===== src/rtl/ctrl_regs_pkg.sv =====
// Shared constants and types for the multi-channel pattern-match CSR block.
package ctrl_regs_pkg;

  localparam int unsigned OFS_CTRL   = 0;
  localparam int unsigned OFS_STATUS = 1;
  localparam int unsigned OFS_PAT0   = 2;

  localparam int unsigned CTRL_ENABLE = 0;
  localparam int unsigned CTRL_COMMIT = 1;
  localparam int unsigned CTRL_IRQ_EN = 2;

  localparam int unsigned ST_MATCH   = 0;
  localparam int unsigned ST_BUSY    = 1;
  localparam int unsigned ST_CNT_CLR = 15;
  localparam int unsigned ST_CNT_LSB = 16;

  localparam int unsigned MATCH_CNT_W = 16;

  typedef enum logic {
    IDLE,
    COPY
  } seq_state_e;

endpackage


===== src/rtl/avalon_mm_if.sv =====
// Avalon-MM bus bundle with slave-side and master-side views.
interface avalon_mm_if #(
  parameter int unsigned ADDR_W = 5,
  parameter int unsigned DATA_W = 32
) ();
  logic [ADDR_W-1:0] address;
  logic              write;
  logic [DATA_W-1:0] writedata;
  logic              read;
  logic              waitrequest;
  logic [DATA_W-1:0] readdata;
  logic              readdatavalid;

  modport slave (
    input  address, write, writedata, read,
    output waitrequest, readdata, readdatavalid
  );

  modport master (
    output address, write, writedata, read,
    input  waitrequest, readdata, readdatavalid
  );
endinterface


===== src/rtl/commit_sequencer.sv =====
// Picks the lowest pending channel and walks its pattern words, one word per cycle,
// so the top can copy shadow to active while that channel is gated off.
module commit_sequencer
  import ctrl_regs_pkg::*;
#(
  parameter int unsigned CH_NUM    = 4,
  parameter int unsigned PAT_WORDS = 3,
  localparam int unsigned CH_IW    = (CH_NUM > 1) ? $clog2(CH_NUM) : 1,
  localparam int unsigned PW_W     = (PAT_WORDS > 1) ? $clog2(PAT_WORDS) : 1
) (
  input  logic              clk_i,
  input  logic              rst_n_i,
  input  logic [CH_NUM-1:0] pending_i,
  output logic [CH_NUM-1:0] take_c,
  output seq_state_e        state_o,
  output logic [CH_IW-1:0]  ch_o,
  output logic [PW_W-1:0]   word_o
);

  logic [CH_IW-1:0] pick_c;

  // Lowest-index pending channel wins; take_c tells the top which pending bit to drop.
  always_comb begin
    pick_c = '0;
    for (int i = int'(CH_NUM) - 1; i >= 0; i--) begin
      if (pending_i[i]) pick_c = CH_IW'(i);
    end
    take_c = '0;
    if (state_o == IDLE && |pending_i) take_c = CH_NUM'(1) << pick_c;
  end

  always_ff @(posedge clk_i or negedge rst_n_i) begin
    if (!rst_n_i) begin
      state_o <= IDLE;
      ch_o    <= '0;
      word_o  <= '0;
    end else if (state_o == IDLE) begin
      if (|pending_i) begin
        state_o <= COPY;
        ch_o    <= pick_c;
        word_o  <= '0;
      end
    end else if (word_o == PW_W'(PAT_WORDS - 1)) begin
      state_o <= IDLE;
      word_o  <= '0;
    end else begin
      word_o <= word_o + PW_W'(1);
    end
  end

endmodule


===== src/rtl/multi_channel_control_regs.sv =====
// Avalon-MM CSR block for CH_NUM pattern-match channels: control/status registers,
// double-buffered key patterns and the commit path from shadow to active.
module multi_channel_control_regs
  import ctrl_regs_pkg::*;
#(
  parameter int unsigned REG_WIDTH = 32,
  parameter int unsigned CH_NUM    = 4,
  parameter int unsigned PAT_WORDS = 3,
  localparam int unsigned CH_AW    = $clog2(PAT_WORDS + 2),
  localparam int unsigned AMM_AW   = $clog2(CH_NUM) + CH_AW
) (
  input  logic                                          clk_i,
  input  logic                                          rst_n_i,
  avalon_mm_if.slave                                    amm_slave_if,
  input  logic [CH_NUM-1:0]                             match_i,
  output logic [CH_NUM-1:0][PAT_WORDS-1:0][REG_WIDTH-1:0] pattern_o,
  output logic [CH_NUM-1:0]                             wrken_o,
  output logic                                          irq_o
);

  localparam int unsigned CH_IW = (CH_NUM > 1) ? $clog2(CH_NUM) : 1;
  localparam int unsigned PW_W  = (PAT_WORDS > 1) ? $clog2(PAT_WORDS) : 1;

  logic [CH_NUM-1:0][PAT_WORDS-1:0][REG_WIDTH-1:0] shadow;
  logic [CH_NUM-1:0][PAT_WORDS-1:0][REG_WIDTH-1:0] active;
  logic [CH_NUM-1:0][MATCH_CNT_W-1:0]              match_cnt;
  logic [CH_NUM-1:0] ctrl_en, irq_en, pending, st_match;
  logic [CH_NUM-1:0] pending_n, commit_set, copying, hit, take_c;
  logic [REG_WIDTH-1:0] rdata_q, rdata_c, wdata;
  logic                 rvalid_q;

  seq_state_e        seq_state;
  logic [CH_IW-1:0]  seq_ch;
  logic [PW_W-1:0]   seq_word;

  // Address decode: {channel, word offset}; anything outside the map reads 0.
  logic [AMM_AW-1:0] addr;
  logic [CH_AW-1:0]  a_ofs;
  logic [CH_IW-1:0]  a_ch;
  logic [PW_W-1:0]   a_word;
  logic a_ch_ok, a_ctrl, a_status, a_pat, waitrequest_c, wr_en;

  assign addr     = amm_slave_if.address;
  assign wdata    = amm_slave_if.writedata;
  assign a_ofs    = addr[CH_AW-1:0];
  assign a_ch     = CH_IW'(32'(addr) >> CH_AW);
  assign a_ch_ok  = (32'(addr) >> CH_AW) < CH_NUM;
  assign a_ctrl   = a_ch_ok && (32'(a_ofs) == OFS_CTRL);
  assign a_status = a_ch_ok && (32'(a_ofs) == OFS_STATUS);
  assign a_pat    = a_ch_ok && (32'(a_ofs) >= OFS_PAT0) && (32'(a_ofs) < OFS_PAT0 + PAT_WORDS);
  assign a_word   = PW_W'(32'(a_ofs) - OFS_PAT0);

  // Only shadow writes into the channel being copied must wait for the copy to finish.
  assign waitrequest_c = amm_slave_if.write && a_pat && copying[a_ch];
  assign wr_en         = amm_slave_if.write && !waitrequest_c;

  assign amm_slave_if.waitrequest   = waitrequest_c;
  assign amm_slave_if.readdata      = rdata_q;
  assign amm_slave_if.readdatavalid = rvalid_q;

  assign pattern_o = active;
  assign wrken_o   = ctrl_en & ~copying;
  assign hit       = match_i & wrken_o;
  assign irq_o     = |(st_match & irq_en);

  commit_sequencer #(
    .CH_NUM    (CH_NUM),
    .PAT_WORDS (PAT_WORDS)
  ) u_seq (
    .clk_i     (clk_i),
    .rst_n_i   (rst_n_i),
    .pending_i (pending),
    .take_c    (take_c),
    .state_o   (seq_state),
    .ch_o      (seq_ch),
    .word_o    (seq_word)
  );

  // Commit requests are absorbed while the channel is already pending or copying.
  always_comb begin
    copying = '0;
    if (seq_state == COPY) copying = CH_NUM'(1) << seq_ch;
    commit_set = '0;
    for (int c = 0; c < int'(CH_NUM); c++) begin
      if (wr_en && a_ctrl && a_ch == CH_IW'(c) && wdata[CTRL_COMMIT] && !copying[c])
        commit_set[c] = 1'b1;
    end
    pending_n = (pending | commit_set) & ~take_c;
  end

  always_comb begin
    rdata_c = '0;
    for (int c = 0; c < int'(CH_NUM); c++) begin
      if (a_ch == CH_IW'(c)) begin
        if (a_ctrl) begin
          rdata_c[CTRL_ENABLE] = ctrl_en[c];
          rdata_c[CTRL_COMMIT] = pending[c] | copying[c];
          rdata_c[CTRL_IRQ_EN] = irq_en[c];
        end
        if (a_status) begin
          rdata_c[ST_MATCH]                     = st_match[c];
          rdata_c[ST_BUSY]                      = copying[c];
          rdata_c[ST_CNT_LSB +: MATCH_CNT_W]    = match_cnt[c];
        end
        for (int w = 0; w < int'(PAT_WORDS); w++) begin
          if (a_pat && a_word == PW_W'(w)) rdata_c = shadow[c][w];
        end
      end
    end
  end

  always_ff @(posedge clk_i or negedge rst_n_i) begin
    if (!rst_n_i) begin
      ctrl_en   <= '0;
      irq_en    <= '0;
      pending   <= '0;
      st_match  <= '0;
      match_cnt <= '0;
      shadow    <= '1;
      active    <= '1;
      rdata_q   <= '0;
      rvalid_q  <= 1'b0;
    end else begin
      pending  <= pending_n;
      rvalid_q <= amm_slave_if.read;
      if (amm_slave_if.read) rdata_q <= rdata_c;
      for (int c = 0; c < int'(CH_NUM); c++) begin
        if (wr_en && a_ctrl && a_ch == CH_IW'(c)) begin
          ctrl_en[c] <= wdata[CTRL_ENABLE];
          irq_en[c]  <= wdata[CTRL_IRQ_EN];
        end
        // A match landing with a W1C or counter clear still counts.
        if (wr_en && a_status && a_ch == CH_IW'(c)) begin
          st_match[c] <= (st_match[c] & ~wdata[ST_MATCH]) | hit[c];
          if (wdata[ST_CNT_CLR]) match_cnt[c] <= MATCH_CNT_W'(hit[c]);
          else if (hit[c] && match_cnt[c] != '1) match_cnt[c] <= match_cnt[c] + MATCH_CNT_W'(1);
        end else begin
          st_match[c] <= st_match[c] | hit[c];
          if (hit[c] && match_cnt[c] != '1) match_cnt[c] <= match_cnt[c] + MATCH_CNT_W'(1);
        end
        for (int w = 0; w < int'(PAT_WORDS); w++) begin
          if (wr_en && a_pat && a_ch == CH_IW'(c) && a_word == PW_W'(w))
            shadow[c][w] <= wdata;
          if (seq_state == COPY && seq_ch == CH_IW'(c) && seq_word == PW_W'(w))
            active[c][w] <= shadow[c][w];
        end
      end
    end
  end

endmodule


===== src/flat_wrapper.sv =====
// flat-port wrapper written by rule: the top's interface ports become plain ports
module multi_channel_control_regs_flat import ctrl_regs_pkg::*;
#(
  parameter int unsigned REG_WIDTH = 32,
  parameter int unsigned CH_NUM    = 4,
  parameter int unsigned PAT_WORDS = 3,
  localparam int unsigned CH_AW    = $clog2(PAT_WORDS + 2),
  localparam int unsigned AMM_AW   = $clog2(CH_NUM) + CH_AW
)
  (clk_i, rst_n_i, match_i, pattern_o, wrken_o, irq_o, amm_slave_if_address, amm_slave_if_write, amm_slave_if_writedata, amm_slave_if_read, amm_slave_if_waitrequest, amm_slave_if_readdata, amm_slave_if_readdatavalid);
  avalon_mm_if #(.ADDR_W((5)), .DATA_W((32))) amm_slave_if_i ();
  input  logic clk_i;
  input  logic rst_n_i;
  input  logic [CH_NUM-1:0] match_i;
  output logic [CH_NUM-1:0][PAT_WORDS-1:0][REG_WIDTH-1:0] pattern_o;
  output logic [CH_NUM-1:0] wrken_o;
  output logic irq_o;
  input wire logic [$bits(amm_slave_if_i.address)-1:0] amm_slave_if_address;
  input wire logic [$bits(amm_slave_if_i.write)-1:0] amm_slave_if_write;
  input wire logic [$bits(amm_slave_if_i.writedata)-1:0] amm_slave_if_writedata;
  input wire logic [$bits(amm_slave_if_i.read)-1:0] amm_slave_if_read;
  output wire logic [$bits(amm_slave_if_i.waitrequest)-1:0] amm_slave_if_waitrequest;
  output wire logic [$bits(amm_slave_if_i.readdata)-1:0] amm_slave_if_readdata;
  output wire logic [$bits(amm_slave_if_i.readdatavalid)-1:0] amm_slave_if_readdatavalid;
  assign amm_slave_if_i.address = amm_slave_if_address;
  assign amm_slave_if_i.write = amm_slave_if_write;
  assign amm_slave_if_i.writedata = amm_slave_if_writedata;
  assign amm_slave_if_i.read = amm_slave_if_read;
  assign amm_slave_if_waitrequest = amm_slave_if_i.waitrequest;
  assign amm_slave_if_readdata = amm_slave_if_i.readdata;
  assign amm_slave_if_readdatavalid = amm_slave_if_i.readdatavalid;
  multi_channel_control_regs #(.REG_WIDTH(REG_WIDTH), .CH_NUM(CH_NUM), .PAT_WORDS(PAT_WORDS)) u_core (.clk_i(clk_i), .rst_n_i(rst_n_i), .amm_slave_if(amm_slave_if_i), .match_i(match_i), .pattern_o(pattern_o), .wrken_o(wrken_o), .irq_o(irq_o));
endmodule

===== config.mk =====
export PLATFORM = sky130hd
export DESIGN_NAME = multi_channel_control_regs_flat
export DESIGN_NICKNAME = d
export VERILOG_FILES = /design/src/rtl/ctrl_regs_pkg.sv /design/src/rtl/avalon_mm_if.sv /design/src/rtl/commit_sequencer.sv /design/src/rtl/multi_channel_control_regs.sv /design/src/flat_wrapper.sv
export SDC_FILE = /design/constraint.sdc
export NUM_CORES = 1
export LEC_CHECK = 0
export BUFFER_PORTS_ARGS = -buffer_cell sky130_fd_sc_hd__buf_2
export CORE_AREA = 2 2 273 248
export DETAILED_ROUTE_END_ITERATION = 10
export DIE_AREA = 0 0 275 250
export GPL_TIMING_DRIVEN = 0
export PLACE_DENSITY = 0.82
export SYNTH_ARGS = -nofsm -noshare
export SYNTH_HDL_FRONTEND = slang
export SYNTH_HIERARCHICAL = 1
export SYNTH_SLANG_ARGS = --single-unit

===== constraint.sdc =====
create_clock -name clk_i -period 4.6 [get_ports clk_i]
set_clock_uncertainty 0.1 [all_clocks]
set_input_delay 0.92 -clock clk_i [delete_from_list [all_inputs] [get_ports clk_i]]
set_output_delay 0.92 -clock clk_i [all_outputs]
set_load 0.005 [all_outputs]

# --- After elaboration in Yosys (flattened, before gate mapping) ---
# Index checks and enable logic that the tools add are counted.
# W data, S select, Z words.
totals:
  word_cells: 238
  out_inout_bits: 423
  regBits: 886
op_classes:
  bitwise: 25
  mux: 63
  n_lt_le_gt_ge: 4
  n_eq_ne: 15
  addsub: 6
  shift: 2
  reduce_logical: 80
op_table:
  columns: ["operator", "n"]
  rows:
  - ["$mux W32", 16]
  - ["$mux W16", 16]
  - ["$logic_and A1 B1 Y1", 66]
  - ["$add A16 B1 Y16 const B", 4]
  - ["$ne A16 B16 Y1 const B", 4]
  - ["$mux W2", 11]
  - ["$and A4 B4 Y4", 4]
  - ["$mux W3", 5]
  - ["$eq A2 B2 Y1 const B", 6]
  - ["$mux W1", 12]
  - ["$or A1 B1 Y1", 12]
  - ["$eq A2 B1 Y1 const B", 4]
  - ["$logic_not A2 Y1", 4]
  - ["$mux W4", 2]
  - ["$not A4 Y4", 2]
  - ["$reduce_or A4 Y1", 2]
  - ["$shl A1 B2 Y4 const A", 2]
  - ["$lt A2 B3 Y1 const B", 2]
  - ["$logic_not A1 Y1", 5]
  - ["$and A1 B1 Y1", 4]
  - ["$or A4 B4 Y4", 1]
  - ["$eq A3 B1 Y1 const B", 1]
  - ["$ge A3 B2 Y1 const B", 1]
  - ["$logic_not A3 Y1", 1]
  - ["7 further kinds", 8]

# --- Depth between registers and ports, before layout ---
logic_depth:
  ltp_word: 28
  mapped_depth: 8
  ltp_nobuf: 6

# --- Hierarchy ---
# Netlist, hierarchy kept.
modules_own_cells:
  columns: ["mod", "seq_area_each_um2", "area_each_um2", "n_inst", "cells_per_inst"]
  rows:
  - ["multi_channel_control_regs", 23007.1, 39097.5, 1, 2795]
  - ["commit_sequencer", 125.1, 267.8, 1, 28]

# --- Least setup slack after synthesis ---
# OpenSTA, ideal clock, no wires.
synth_path:
  path_type: "input -> output"
  start: "input port amm_slave_if_address[1]"
  end: "output port amm_slave_if_waitrequest"
  stages: 6
  required_time_ns: 3.580
  t_arrival_ns: 2.183
  path_slack_ns: 1.397
  path_buffers: 3
  path_cell_list: "buf_4 nor3b_4 clkbuf_1 clkbuf_1 o21ai_0 nor2_1"
synth_via:
  elab_chain_cells: 5
  elab_cells_between_ends: 6
  cone_classes: "2 x order compare; 4 x reduce/logical"
synth_lines:
  columns: ["element", "line_no", "source"]
  rows:
  - ["from (decl)", "flat_wrapper.sv:18", "input wire logic [$bits(amm_slave_if_i.address)-1:0] amm_slave_if_address;"]
  - ["$ge A3 B2 Y1", "multi_channel_control_regs.sv:50", "assign a_pat = a_ch_ok && (32'(a_ofs) >= OFS_PAT0) && (32'(a_ofs) < OFS_PAT0 + PAT_WORDS);"]
  - ["$logic_and A1 B1 Y1", "multi_channel_control_regs.sv:50", null]
  - ["$logic_and A1 B1 Y1 *", "multi_channel_control_regs.sv:50", null]
  - ["$logic_and A1 B1 Y1 * (2 in a row)", "multi_channel_control_regs.sv:54", "assign waitrequest_c = amm_slave_if.write && a_pat && copying[a_ch];"]
  - ["to (decl)", "flat_wrapper.sv:22", "output wire logic [$bits(amm_slave_if_i.waitrequest)-1:0] amm_slave_if_waitrequest;"]
# Every way passes the cells marked *; elsewhere a longest branch is shown, timed or not.

# --- Final worst setup path ---
layout_path:
  start: "input port amm_slave_if_address[2]"
  end: "output port amm_slave_if_waitrequest"
# Same word-level chain as after synthesis.

==> flow_summary.toml <==
[outcome]
status = "finished with violations"
violations = "max-capacitance violations, max-slew violations"

[drt]
via_count = 27847
drtIter0Drc = 2826
routed_wl_mm = 134.7
wl_per_cell_um = 31.02
drc_errors = 0
via_per_inst = 6.415
postRouteAntennaNets = 0
dr.pass1.iters = 6

[floorplanning]
die_h_um = 250
die_area_um2 = 68750
rows = 90
core_area_um2 = 66210
start_util = 0.5945
die_w_um = 275
io_pins = 468

[worst_setup_path]
cp-startpoint = "amm_slave_if_address[2]"
cp-start-kind = "input pin"
worstSetupPathType = "input pin to output port"
crit_arrival_ns = 3.53
path_max_fanout = 10
r2r_cells = 6
cp_data_required_time_ns = 3.58
cp-end-kind = "output port"
r2r-start = "u_core/u_seq/ch_o[0]$_DFFE_PN0P_"

[timing]
setup_violations = 0
finalCritPeriodShare = 0.9889
hold_viol = 0
tns_ns = 0
rsz0062_at_grt = "no"
fin_ws_ns = 0.05121
maxSlewViolCount = 1
timing.fmax_ghz = 0.2198
tightest_slew_ns = 1.474
fin_crit_ns = 4.549
maxSlewHeadroom = -0.008324

[logic_synthesis]
synthArstFlopShare = 1.000
synth-main-ff-cell = "dfstp_2"
netlist_instances = 2823
ys_warn_count = 6
ys_types = 74
syn_avg_cell_area_um2 = 13.94
synth-edff-count = 0
synth_area_leaders = "dfstp_2 51%, mux2_2 21%, dfrtp_1 7.5%"
syn-cell-area_um2 = 39370
seq_area_frac_synth = 0.5876
synth_nets = 2872
synth_top_area_frac = 0.5126
yosysTopAreaCell = "dfstp_2"
ys_ff_latch = 886

[clock_network]
cts_tree = "yes"
clock-root-buffer = "clkbuf_16"
cts_buffers = 89
clk_pin_slew_ns = 0.06
clkLatencyLatePin_ns = 0.64
cts_buffer_depth = 3
htree_levels = 3
cts_sinks = 886

[global_route]
grt_antenna_before_repair = 10
grt_pass1_wl_mm = 193.7
grt_pass1_vias = 28371
grt_max_degree = 134
globalRouteTotalUtil = 0.3892
grt_overflow = 0

[final_layout]
final_common_cell = "dfstp_2"
syn_to_final_growth_pct = 16.92
nets = 3437
drive_gt1_frac = 0.6530
layout_common_cells = "768 x dfstp_2, 718 x mux2_2, 532 x buf_2"
final_cell_area_um2 = 46030
nFillCells = 4511

[power_and_ir_drop]
leakage_uw = 0.01993
powerDensity_nw_per_um2 = 611.5
peakVddDrop_uv = 447.1
finalPower_uw = 28150

[hold_path]
hold_class = "input pin to async pin"

[place]
pre_cts_slack_ns = -0.4834
post_dp_cell_area_um2 = 43000
place.gp.congestion = 0.9718
hpwl_mm = 98.51
io_buffer_count = 464

[run]
maxCapViolCount = 1
-- layer usage --
| layer | vias up | track usage | part of all wire |
|---|---|---|---|
| met5 | - | 0 | 0.00030 |
| met4 | 6 | 0.1832 | 0.054 |
| met2 | 1520 | 0.6009 | 0.46 |
| li1 | 11410 | - | - |
| met3 | 360 | 0.1027 | 0.097 |
| met1 | 14551 | 0.5143 | 0.39 |
-- worst paths after layout --
check,end,slack (ns)
max,amm_slave_if_waitrequest,0.05
min,u_core/match_cnt[26]$_DFF_PN0_,0.12
max reg2reg,u_core/shadow[302]$_DFFE_PN1P_,1.49
min reg2reg,u_core/shadow[64]$_DFFE_PN1P_,0.40
max in group asynchronous,u_core/amm_slave_if.readdata[14]$_DFFE_PN0P_,1.70
min in group clk_i,u_core/shadow[64]$_DFFE_PN1P_,0.40
-- synth_stat cells (37+ instances only) --
cell type / instances
a21oi_1: 90
a22oi_1: 42
buf_2: 69
clkbuf_1: 83
dfrtp_1: 118
dfstp_2: 768
inv_1: 37
mux2_1: 74
mux2_2: 718
mux2i_1: 85
nand2_1: 72
nand3_1: 44
nor2_1: 113
o21ai_0: 96
xnor2_1: 40
-- cell type report --
| cell class | count | area, um2 | share of cell area |
|---|---|---|---|
| inverters | 39 | 146.4 | 0.003181 |
| well taps | 874 | 1094 | 0.02376 |
| repair buffers | 474 | 2550 | 0.05540 |
| diodes | 6 | 15.01 | 0.0003262 |
| multi-input cells | 1700 | 15090 | 0.3278 |
| clock buffers | 128 | 2555 | 0.05551 |
| clock inverters | 36 | 444.2 | 0.009650 |
| plain buffers | 198 | 1001 | 0.02175 |
| flip-flops and latches | 886 | 23130 | 0.5026 |
-- per-stage QoR --
step | util | std cells | hold WS [ns]
final | 0.6951 | 4341 | 0.1153
after global routing | 0.6949 | 4336 | 0.1337
after detailed placement | 0.6493 | 4169 | 0.3899
after floorplan | - | 2823 | 0.3634
after CTS | 0.6947 | 4333 | 0.1118
after global placement | 0.6461 | 4161 | 0.3804
-- cells by family after synthesis --
logic type	synth area share
adders and majority gates	0.001271
muxes	0.2613
DFF	0.5876
buffers and inverters	0.02908
AOI/OAI and AO/OA	0.06192
xor gates and xnor gates	0.009790
and+or+nand+nor	0.04898
-- worst max-delay path, cell delays in order --
cell	delay, ns
buf_2	0.14
buf_2	0.23
nor3b_4	0.50
clkbuf_2	0.42
clkbuf_2	0.52
o21ai_0	0.17
nor2_1	0.41
buf_2	0.20
-- where the power goes --
part,switching [uW],internal (uW),total (uW),leakage [uW]
registers,2100,11900,14000,0.00953
logic,3180,3500,6680,0.00893
clock network,3150,4290,7440,0.00147
-- state kept, by name, indices dropped and copies added (netlist names), 4 cells and up --
signal,flops
u_core/shadow,384
u_core/match_cnt,64
u_core/ctrl_en,4
u_core/amm_slave_if.readdata,32
u_core/pattern_o,384
u_core/irq_en,4
u_core/st_match,4
u_core/pending,4
-- repair_timing --
action,CTS,global route
gates resized for setup,2,0
endpoints found under the setup margin,1,1
setup buffers,0,2
hold buffers,0,0
No activity file was read; power rests on OpenSTA's default activity.
